===== config.mk =====
export PLATFORM = sky130hd
export DESIGN_NAME = cpu_mem_responder
export DESIGN_NICKNAME = d
export VERILOG_FILES = /design/src/rtl/cpu_mem_responder.sv
export SDC_FILE = /design/constraint.sdc
export NUM_CORES = 1
export LEC_CHECK = 0
export BUFFER_PORTS_ARGS = -buffer_cell sky130_fd_sc_hd__buf_2
export CAP_MARGIN = 25
export CORE_MARGIN = 1.5
export CORE_UTILIZATION = 32
export DETAILED_ROUTE_END_ITERATION = 8
export SYNTH_ARGS = -nofsm -noshare
export SYNTH_HDL_FRONTEND = slang
export SYNTH_SLANG_ARGS = --single-unit

===== constraint.sdc =====
create_clock -name clk -period 7.22 [get_ports clk]
set_input_delay 0.361 -clock clk [delete_from_list [all_inputs] [get_ports clk]]
set_output_delay 0.361 -clock clk [all_outputs]
set_load 0.05 [all_outputs]

===== src/rtl/cpu_mem_responder.sv =====
// Instruction/data RAM responder for the CPU fetch and load/store ports, with a host preload/dump port.
// Optional access counters are enabled by defining MEM_ACCESS_CNT_EN.
module cpu_mem_responder #(
  parameter int DATA_WIDTH = 10,
  parameter int MEM_DEPTH  = 8,
  parameter int ADDR_WIDTH = 3
) (
  input  logic                  clk,
  input  logic                  rst,
  input  logic [ADDR_WIDTH-1:0] instr_mem_addr,
  input  logic                  instr_mem_rd_en,
  output logic [DATA_WIDTH-1:0] instr_mem_data_out,
  input  logic [ADDR_WIDTH-1:0] data_mem_addr,
  input  logic                  data_mem_rd_en,
  input  logic                  data_mem_wr_en,
  input  logic [7:0]            data_mem_data_in,
  output logic [7:0]            data_mem_data_out,
  input  logic                  host_valid,
  output logic                  host_ready,
  input  logic                  host_sel,
  input  logic                  host_wr,
  input  logic [ADDR_WIDTH-1:0] host_addr,
  input  logic [DATA_WIDTH-1:0] host_wdata,
  output logic                  host_rvalid,
  output logic [DATA_WIDTH-1:0] host_rdata,
  output logic                  mem_ready
`ifdef MEM_ACCESS_CNT_EN
  ,
  output logic [15:0]           cpu_rd_count,
  output logic [15:0]           cpu_wr_count
`endif
);

  typedef enum logic {ST_INIT, ST_READY} state_t;

  localparam logic [ADDR_WIDTH:0]   DEPTH_LIM = (ADDR_WIDTH+1)'(MEM_DEPTH);
  localparam logic [ADDR_WIDTH-1:0] LAST_ADDR = ADDR_WIDTH'(MEM_DEPTH - 1);

  state_t                state_q, state_d;
  logic [ADDR_WIDTH-1:0] cnt_q, cnt_d;
  logic                  mem_ready_q, mem_ready_d;
  logic [DATA_WIDTH-1:0] instr_out_q, instr_out_d;
  logic                  host_rvalid_q, host_rvalid_d;
  logic [DATA_WIDTH-1:0] host_rdata_q, host_rdata_d;

  logic [DATA_WIDTH-1:0] imem_q [MEM_DEPTH];
  logic [7:0]            dmem_q [MEM_DEPTH];

  logic                  imem_we, dmem_we;
  logic [ADDR_WIDTH-1:0] imem_waddr, dmem_waddr;
  logic [DATA_WIDTH-1:0] imem_wdata;
  logic [7:0]            dmem_wdata;
  logic                  cpu_dmem_access, host_acc;
  logic [DATA_WIDTH-1:0] fetch_word, host_iword;
  logic [7:0]            load_byte, host_dbyte;

`ifdef MEM_ACCESS_CNT_EN
  logic [15:0] rd_cnt_q, rd_cnt_d, wr_cnt_q, wr_cnt_d;
  assign cpu_rd_count = rd_cnt_q;
  assign cpu_wr_count = wr_cnt_q;
`endif

  function automatic logic in_range(input logic [ADDR_WIDTH-1:0] a);
    return {1'b0, a} < DEPTH_LIM;
  endfunction

  // Out-of-range addresses read as zero on every port.
  assign fetch_word = in_range(instr_mem_addr) ? imem_q[instr_mem_addr] : '0;
  assign load_byte  = in_range(data_mem_addr)  ? dmem_q[data_mem_addr]  : '0;
  assign host_iword = in_range(host_addr)      ? imem_q[host_addr]      : '0;
  assign host_dbyte = in_range(host_addr)      ? dmem_q[host_addr]      : '0;

  assign cpu_dmem_access = data_mem_rd_en | data_mem_wr_en;
  assign host_ready      = mem_ready_q & ~(host_sel ? instr_mem_rd_en : cpu_dmem_access);
  assign host_acc        = host_valid & host_ready;

  always_comb begin
    state_d           = state_q;
    cnt_d             = cnt_q;
    mem_ready_d       = mem_ready_q;
    instr_out_d       = instr_out_q;
    host_rvalid_d     = 1'b0;
    host_rdata_d      = host_rdata_q;
    imem_we           = 1'b0;
    imem_waddr        = cnt_q;
    imem_wdata        = '0;
    dmem_we           = 1'b0;
    dmem_waddr        = cnt_q;
    dmem_wdata        = '0;
    data_mem_data_out = '0;
`ifdef MEM_ACCESS_CNT_EN
    rd_cnt_d          = rd_cnt_q;
    wr_cnt_d          = wr_cnt_q;
`endif
    if (state_q == ST_INIT) begin
      imem_we = 1'b1;
      dmem_we = 1'b1;
      cnt_d   = cnt_q + 1'b1;
      if (instr_mem_rd_en) instr_out_d = '0;
      if (cnt_q == LAST_ADDR) begin
        state_d     = ST_READY;
        mem_ready_d = 1'b1;
        cnt_d       = '0;
      end
    end else begin
      if (instr_mem_rd_en) instr_out_d = fetch_word;
      if (data_mem_rd_en) data_mem_data_out = load_byte;
      if (data_mem_wr_en && in_range(data_mem_addr)) begin
        dmem_we    = 1'b1;
        dmem_waddr = data_mem_addr;
        dmem_wdata = data_mem_data_in;
      end
      // The host can only be accepted when the CPU leaves the selected RAM alone,
      // so a host write never collides with a CPU store.
      if (host_acc) begin
        if (host_wr) begin
          if (in_range(host_addr)) begin
            if (host_sel) begin
              imem_we    = 1'b1;
              imem_waddr = host_addr;
              imem_wdata = host_wdata;
            end else begin
              dmem_we    = 1'b1;
              dmem_waddr = host_addr;
              dmem_wdata = host_wdata[7:0];
            end
          end
        end else begin
          host_rvalid_d = 1'b1;
          host_rdata_d  = host_sel ? host_iword : DATA_WIDTH'(host_dbyte);
        end
      end
`ifdef MEM_ACCESS_CNT_EN
      if ((instr_mem_rd_en || data_mem_rd_en) && rd_cnt_q != 16'hFFFF) rd_cnt_d = rd_cnt_q + 16'd1;
      if (data_mem_wr_en && wr_cnt_q != 16'hFFFF) wr_cnt_d = wr_cnt_q + 16'd1;
`endif
    end
  end

  always_ff @(posedge clk or posedge rst) begin
    if (rst) begin
      state_q       <= ST_INIT;
      cnt_q         <= '0;
      mem_ready_q   <= 1'b0;
      instr_out_q   <= '0;
      host_rvalid_q <= 1'b0;
      host_rdata_q  <= '0;
`ifdef MEM_ACCESS_CNT_EN
      rd_cnt_q      <= '0;
      wr_cnt_q      <= '0;
`endif
    end else begin
      state_q       <= state_d;
      cnt_q         <= cnt_d;
      mem_ready_q   <= mem_ready_d;
      instr_out_q   <= instr_out_d;
      host_rvalid_q <= host_rvalid_d;
      host_rdata_q  <= host_rdata_d;
`ifdef MEM_ACCESS_CNT_EN
      rd_cnt_q      <= rd_cnt_d;
      wr_cnt_q      <= wr_cnt_d;
`endif
    end
  end

  always_ff @(posedge clk) begin
    if (imem_we) imem_q[imem_waddr] <= imem_wdata;
    if (dmem_we) dmem_q[dmem_waddr] <= dmem_wdata;
  end

  assign instr_mem_data_out = instr_out_q;
  assign host_rvalid        = host_rvalid_q;
  assign host_rdata         = host_rdata_q;
  assign mem_ready          = mem_ready_q;

endmodule


==> run_results.csv, run 1 <==
group,metric,value,unit
placement,port_buffers,65,
final_layout,finalNonFillerCells,869,
drt,wl_per_cell,22.6,µm
setup_path,crit_fanout,18,
sta,final_max_slew_viol_count,0,
yosys,ys_types,43,
clock_network,cts-root-buf,"clkbuf_16",
sta,rsz0062_at_grt,"false",
yosys,syn_area_per_cell,17.2,µm²
yosys,synth.most_common_cell,"edfxtp_1",
sta,min_period,2.65,ns
final_layout,diodes,0,
yosys,synth_top_cell_area_share,54.2,%
final_layout,final_layout_size_suffix_gt1_share,36.7,%
final_layout,fillers,2258,
drt,ant_nets,0,
grt,grt_pass1_wl,29700,µm
sta,tns,0,ns
yosys,synth_common_cells,"144 x edfxtp_1, 72 x mux4_2, 34 x o22ai_1, 26 x dfrtp_1, 20 x mux2i_1",
grt,grt-ovfl-total,0,
yosys,synth-seq-cells,170,
pwr,powerDensity,243,nW/µm²
drt,wl_met2,9630,µm
grt,grt_pass1_vias,4818,
floorplan,core_area,24400,µm²
drt,wl_met1,8350,µm
grt,antenna_found_initial,0,
sta,slew_headroom,29.4,%
floorplan,ios,66,
clock_network,clk_pin_slew,0.07,ns
final_layout,final_util,38.1,%
clock_network,htreeDepth,4,
pwr,p_leak,3.52,nW
drt,vias_per_cell,5.44,
floorplan,die_h,161,µm
placement,place_hpwl,13500,µm
flow_run,max_cap_viol_count,0,
placement,place_area,8670,µm²
floorplan,rows,57,
grt,grt_usage,15.7,%
drt,wl,19600,µm
drt,route.met3.wl,1150,µm
yosys,synthCells,463,
run_status,status,"finished, final reports clean",
drt,vias,4731,
sta,fin_skew,0.0103,ns
clock_network,cts_buffers,17,
clock_network,cts_resized,0,
drt,drc_errors,0,
grt,grt_max_degree,43,
floorplan,die_w,161,µm
placement,pre_cts_slack,3.95,ns
clock_network,clock-sinks,170,
sta,finalSetupViolations,0,
final_layout,layout.nets,569,
setup_path,worstSetupPathType,"reg2reg",
yosys,synthArstFlopShare,15.3,%
pwr,vdd.ir_drop.worst,159,µV
floorplan,start_util,32.7,%
sta,finalHoldViolCount,0,
yosys,syn_nets,500,
yosys,synth-seq-area-share,62.4,%
placement,dp.cells,835,
setup_path,start_kind,"register",
setup_path,worstPathArrival,2.77,ns
yosys,synthTopCellsByArea,"edfxtp_1 54%, mux4_2 20%, dfrtp_1 8.2%",
clock_network,clock_path_buffers,2,
setup_path,cp.required,7.34,ns
drt,highest_layer,"met4",
yosys,yosysTopAreaCell,"edfxtp_1",
floorplan,die_area,25900,µm²
yosys,synth_ff_type,"edfxtp_1",
sta,finalWorstSetupSlack,4.57,ns
yosys,synth_edf_count,144,
sta,post-route-period-util,36.7,%
yosys,ys_warn_count,0,
placement,place_congestion,0.835,
drt,drt_iter0_markers,396,
sta,worst_pin_slew,1.06,ns
clock_network,postCtsHoldBufs,0,
clock_network,cts_setup_buffers,0,
final_layout,stdcell_area,9290,µm²
drt,drtPass1Iterations,5,
setup_path,endpoint_kind,"register",
yosys,syn_area,7970,µm²
min_path,hp-class,"in2async",
final_layout,syn2layout_area_growth,16.5,%
clock_network,cts_tree,"yes",
sta,max_freq,377,MHz
clock_network,clkLatencyLatePin,0.42,ns
-- worst max-delay path, stage by stage, from the launching register on --
cell,delay (ns)
dfrtp_1,0.68
inv_1,0.34
o32a_1,0.30
a22o_1,0.28
nor3_1,0.45
buf_2,0.29
-- flip-flops by register name, indices dropped and copies added (netlist names) --
| name | count |
|---|---|
| dmem_q | 64 |
| host_rdata | 10 |
| imem_q | 80 |
| mem_ready | 1 |
| host_rvalid | 1 |
| cnt_q | 3 |
| instr_mem_data_out | 10 |
| state_q | 1 |
-- power breakdown --
part / switching (mW) / internal (mW) / total (mW)
clock network: 0.379 / 0.541 / 0.920
logic: 0.169 / 0.0782 / 0.247
registers: 0.0118 / 1.08 / 1.09
-- per-layer routing --
layer,up-vias,track usage [%]
met4,0,6.48
met1,2451,21.4
met3,29,2.71
li1,2058,-
met5,-,0
met2,193,24.9
-- per-stage QoR --
| step | power (mW) | hold slack, ns |
|---|---|---|
| after floorplan | 1.29 | 0.401 |
| after global placement | 1.36 | 0.466 |
| after detailed placement | 1.36 | 0.470 |
| after CTS | 2.28 | 0.0174 |
| after global routing | 2.33 | 0.0515 |
| final | 2.26 | 0.0126 |
-- logic make-up (layout without fill, tap and decap cells) --
kind of cell	count (synthesis)	after routing	synth area share [%]
DFF	170	170	62.4
muxes	102	102	24.3
AOI/OAI and AO/OA	71	71	5.96
and+or+nand+nor	66	66	4.24
buffers and inverters	52	134	2.84
adders and majority gates	2	2	0.314
-- layout by cell type, fill, tap and decap left out, types with 2 or more instances in the layout --
master        n
edfxtp_1    144
mux4_2       72
buf_2        68
o22ai_1      34
dfrtp_1      26
mux2i_1      20
clkbuf_16    20
inv_1        18
nor2_1       18
buf_4        15
nand2_1      12
nor3_1       11
and3_1       11
mux2_2       10
a22oi_1      10
a21oi_1       8
o21ai_0       5
clkinvlp_4    5
or2_2         3
o31a_1        2
a32o_1        2
a22o_1        2
ha_1          2
clkbuf_1      2
inv_6         2
-- path summary, 6_finish.rpt --
path,from,endpoint,slack (ns),depth (start not counted)
max,state_q$_DFF_PP0_,dmem_q[1][1]$_DFFE_PP_,4.57,5
min,rst,instr_mem_data_out[4]$_DFFE_PP0P_,0.01,3
max reg2reg,state_q$_DFF_PP0_,dmem_q[1][1]$_DFFE_PP_,4.57,5
min reg2reg,instr_mem_data_out[5]$_DFFE_PP0P_,instr_mem_data_out[5]$_DFFE_PP0P_,0.53,2
max in group asynchronous,rst,cnt_q[0]$_DFFE_PP0N_,6.91,3
min in group clk,host_sel,host_rdata[9]$_DFFE_PP0P_,0.38,3
-- layout make-up --
type	instances	area, µm²	share of cell area [%]
Sequential cell	170	4970	53.5
Multi-Input combinational cell	241	2770	29.8
Clock buffer	22	508	5.47
Timing Repair Buffer	84	460	4.96
Tap cell	324	405	4.36
Clock inverter	10	101	1.09
Inverter	18	67.6	0.727
Power figures use the tool's default switching activity.
==> inputs of run 2 (changes only) <==
Clock period 7.22 ns to 2.3 ns, I/O delays scaled along.
==> run_results.csv, run 2 (synthesis gave the netlist of run 1 again) <==
group,metric,value,unit
final_layout,stdcell_area,9530,µm²
sta,finalWorstSetupSlack,0.0979,ns
drt,vias_per_cell,5.34,
setup_path,worstPathArrival,2.32,ns
pwr,p_leak,3.66,nW
placement,place_hpwl,14600,µm
drt,ant_nets,0,
pwr,power,6.98,mW
final_layout,final_cell_mix,"144 x edfxtp_1, 72 x mux4_2, 66 x buf_2",
clock_network,clk_pin_slew,0.06,ns
drt,drtPass1Iterations,5,
sta,slew_headroom,55.7,%
clock_network,cts-root-buf,"clkbuf_16",
sta,min_period,2.20,ns
setup_path,cp.buffers_inverters,2,
grt,grt_pass1_vias,5092,
grt,busiest_layer,"met2",
sta,rsz0062_at_grt,"false",
final_layout,syn2layout_area_growth,19.5,%
placement,port_buffers,65,
sta,fin_skew,0.0109,ns
floorplan,start_util,32.7,%
placement,place_area,8950,µm²
setup_path,cp.required,2.42,ns
floorplan,die_area,25900,µm²
floorplan,die_h,161,µm
final_layout,top_regs,"imem_q (80), dmem_q (64)",
sta,tns,0,ns
setup_path,critPathTopFamily,"simple AND/OR/NAND/NOR gates",
setup_path,worstSetupPathType,"reg2reg",
clock_network,cts_tree,"yes",
clock_network,clock-sinks,170,
final_layout,layout.nets,598,
sta,max_freq,454,MHz
floorplan,ios,66,
sta,finalSetupViolations,0,
drt,wl,20000,µm
run_status,status,"finished, final reports clean",
grt,grt_max_degree,33,
grt,met1_usage,20.4,%
clock_network,clock_path_buffers,2,
setup_path,start_kind,"register",
final_layout,diodes,0,
drt,vias,4794,
clock_network,cts_setup_buffers,0,
sta,finalHoldViolCount,0,
setup_path,crit_fanout,10,
sta,worst_pin_slew,0.664,ns
drt,drt_iter0_markers,442,
grt,grt-ovfl-total,0,
sta,post-route-period-util,95.7,%
floorplan,rows,57,
floorplan,die_w,161,µm
grt,antenna_found_initial,0,
clock_network,clkLatencyLatePin,0.42,ns
drt,drc_errors,0,
drt,wl_per_cell,22.3,µm
placement,place_congestion,0.849,
setup_path,endpoint_kind,"register",
pwr,vdd.ir_drop.worst,517,µV
setup_path,cp_cell_sequence,"buf_4 > nand4b_1 > or4_1 > o31a_1 > o22ai_2 > buf_4",
grt,grt_use_met2,27.5,%
pwr,powerDensity,732,nW/µm²
final_layout,top_register,"imem_q",
setup_path,path_common_cell,"buf_4",
setup_path,slowest_delay,0.54,ns
clock_network,htreeDepth,4,
final_layout,largest_reg_flops,80,
placement,dp.cells,864,
grt,gr-usage-met3,3.31,%
grt,grt_usage,16.2,%
sta,final_max_slew_viol_count,0,
setup_path,critPathSlowestCell,"or4_1",
final_layout,finalNonFillerCells,898,
floorplan,core_area,24400,µm²
grt,grt_pass1_wl,30700,µm
final_layout,final_layout_size_suffix_gt1_share,40.8,%
clock_network,cts_buffers,17,
flow_run,max_cap_viol_count,0,
min_path,hp-class,"in2reg",
placement,pre_cts_slack,0.113,ns
final_layout,final_common_cell,"edfxtp_1",
run 2: per-stage QoR:
step	hold slack [ns]	utilization [%]
2_1_floorplan	0.155	-
3_3_place_gp	0.225	36.7
3_5_place_dp	0.224	36.7
4_1_cts	0.146	39.0
5_1_grt	0.170	39.1
6_report	0.157	39.1
run 2: worst paths after layout:
path                       cells past startpoint  slack, ns                                 to                               from
setup / recovery                               6        0.1             imem_q[0][3]$_DFFE_PP_                  state_q$_DFF_PP0_
hold / removal                                 3       0.16          host_rdata[8]$_DFFE_PP0P_                           host_sel
setup reg to reg                               6        0.1             imem_q[0][3]$_DFFE_PP_                  state_q$_DFF_PP0_
hold reg to reg                                2       0.53  instr_mem_data_out[3]$_DFFE_PP0P_  instr_mem_data_out[3]$_DFFE_PP0P_
max in group asynchronous                      4       1.66              mem_ready$_DFFE_PP0P_                                rst
min in group asynchronous                      4       0.33          host_rdata[7]$_DFFE_PP0P_                                rst
run 2: area by class of cell:
cell class                      instances  area (µm²)
Clock buffer                           21         440
Tap cell                              324         405
Clock inverter                         11         123
Timing Repair Buffer                  113         698
Inverter                               18        67.6
Fill cell                            2268       14900
Sequential cell                       170        4980
Multi-Input combinational cell        241        2820
run 2: power by group:
part           internal (mW)  switching, mW  total, mW  leakage (nW)
Sequential              3.40         0.0369       3.43          1.85
Clock                   1.60           1.13       2.73         0.265
Combinational          0.273          0.540      0.813          1.55
Total                   5.27           1.71       6.98          3.66
run 2: per-layer routing:
| layer | up-vias | wire (µm) | share of wire [%] |
|---|---|---|---|
| met5 | - | 0 | 0 |
| met4 | 0 | 461 | 2.3 |
| met3 | 27 | 1020 | 5.1 |
| met2 | 170 | 10100 | 51 |
| met1 | 2472 | 8400 | 42 |
| li1 | 2125 | - | - |
run 2: worst min-delay path, delay by kind of cell:
kind | cells | cell delay [ns]
buffers and inverters | 1 | 0.15
AO/OA/AOI/OAI | 2 | 0.27
run 2: timing repair:
item,CTS,global route
hold endpoints to repair,26,0
resized for setup,0,0
hold buffers,1,0
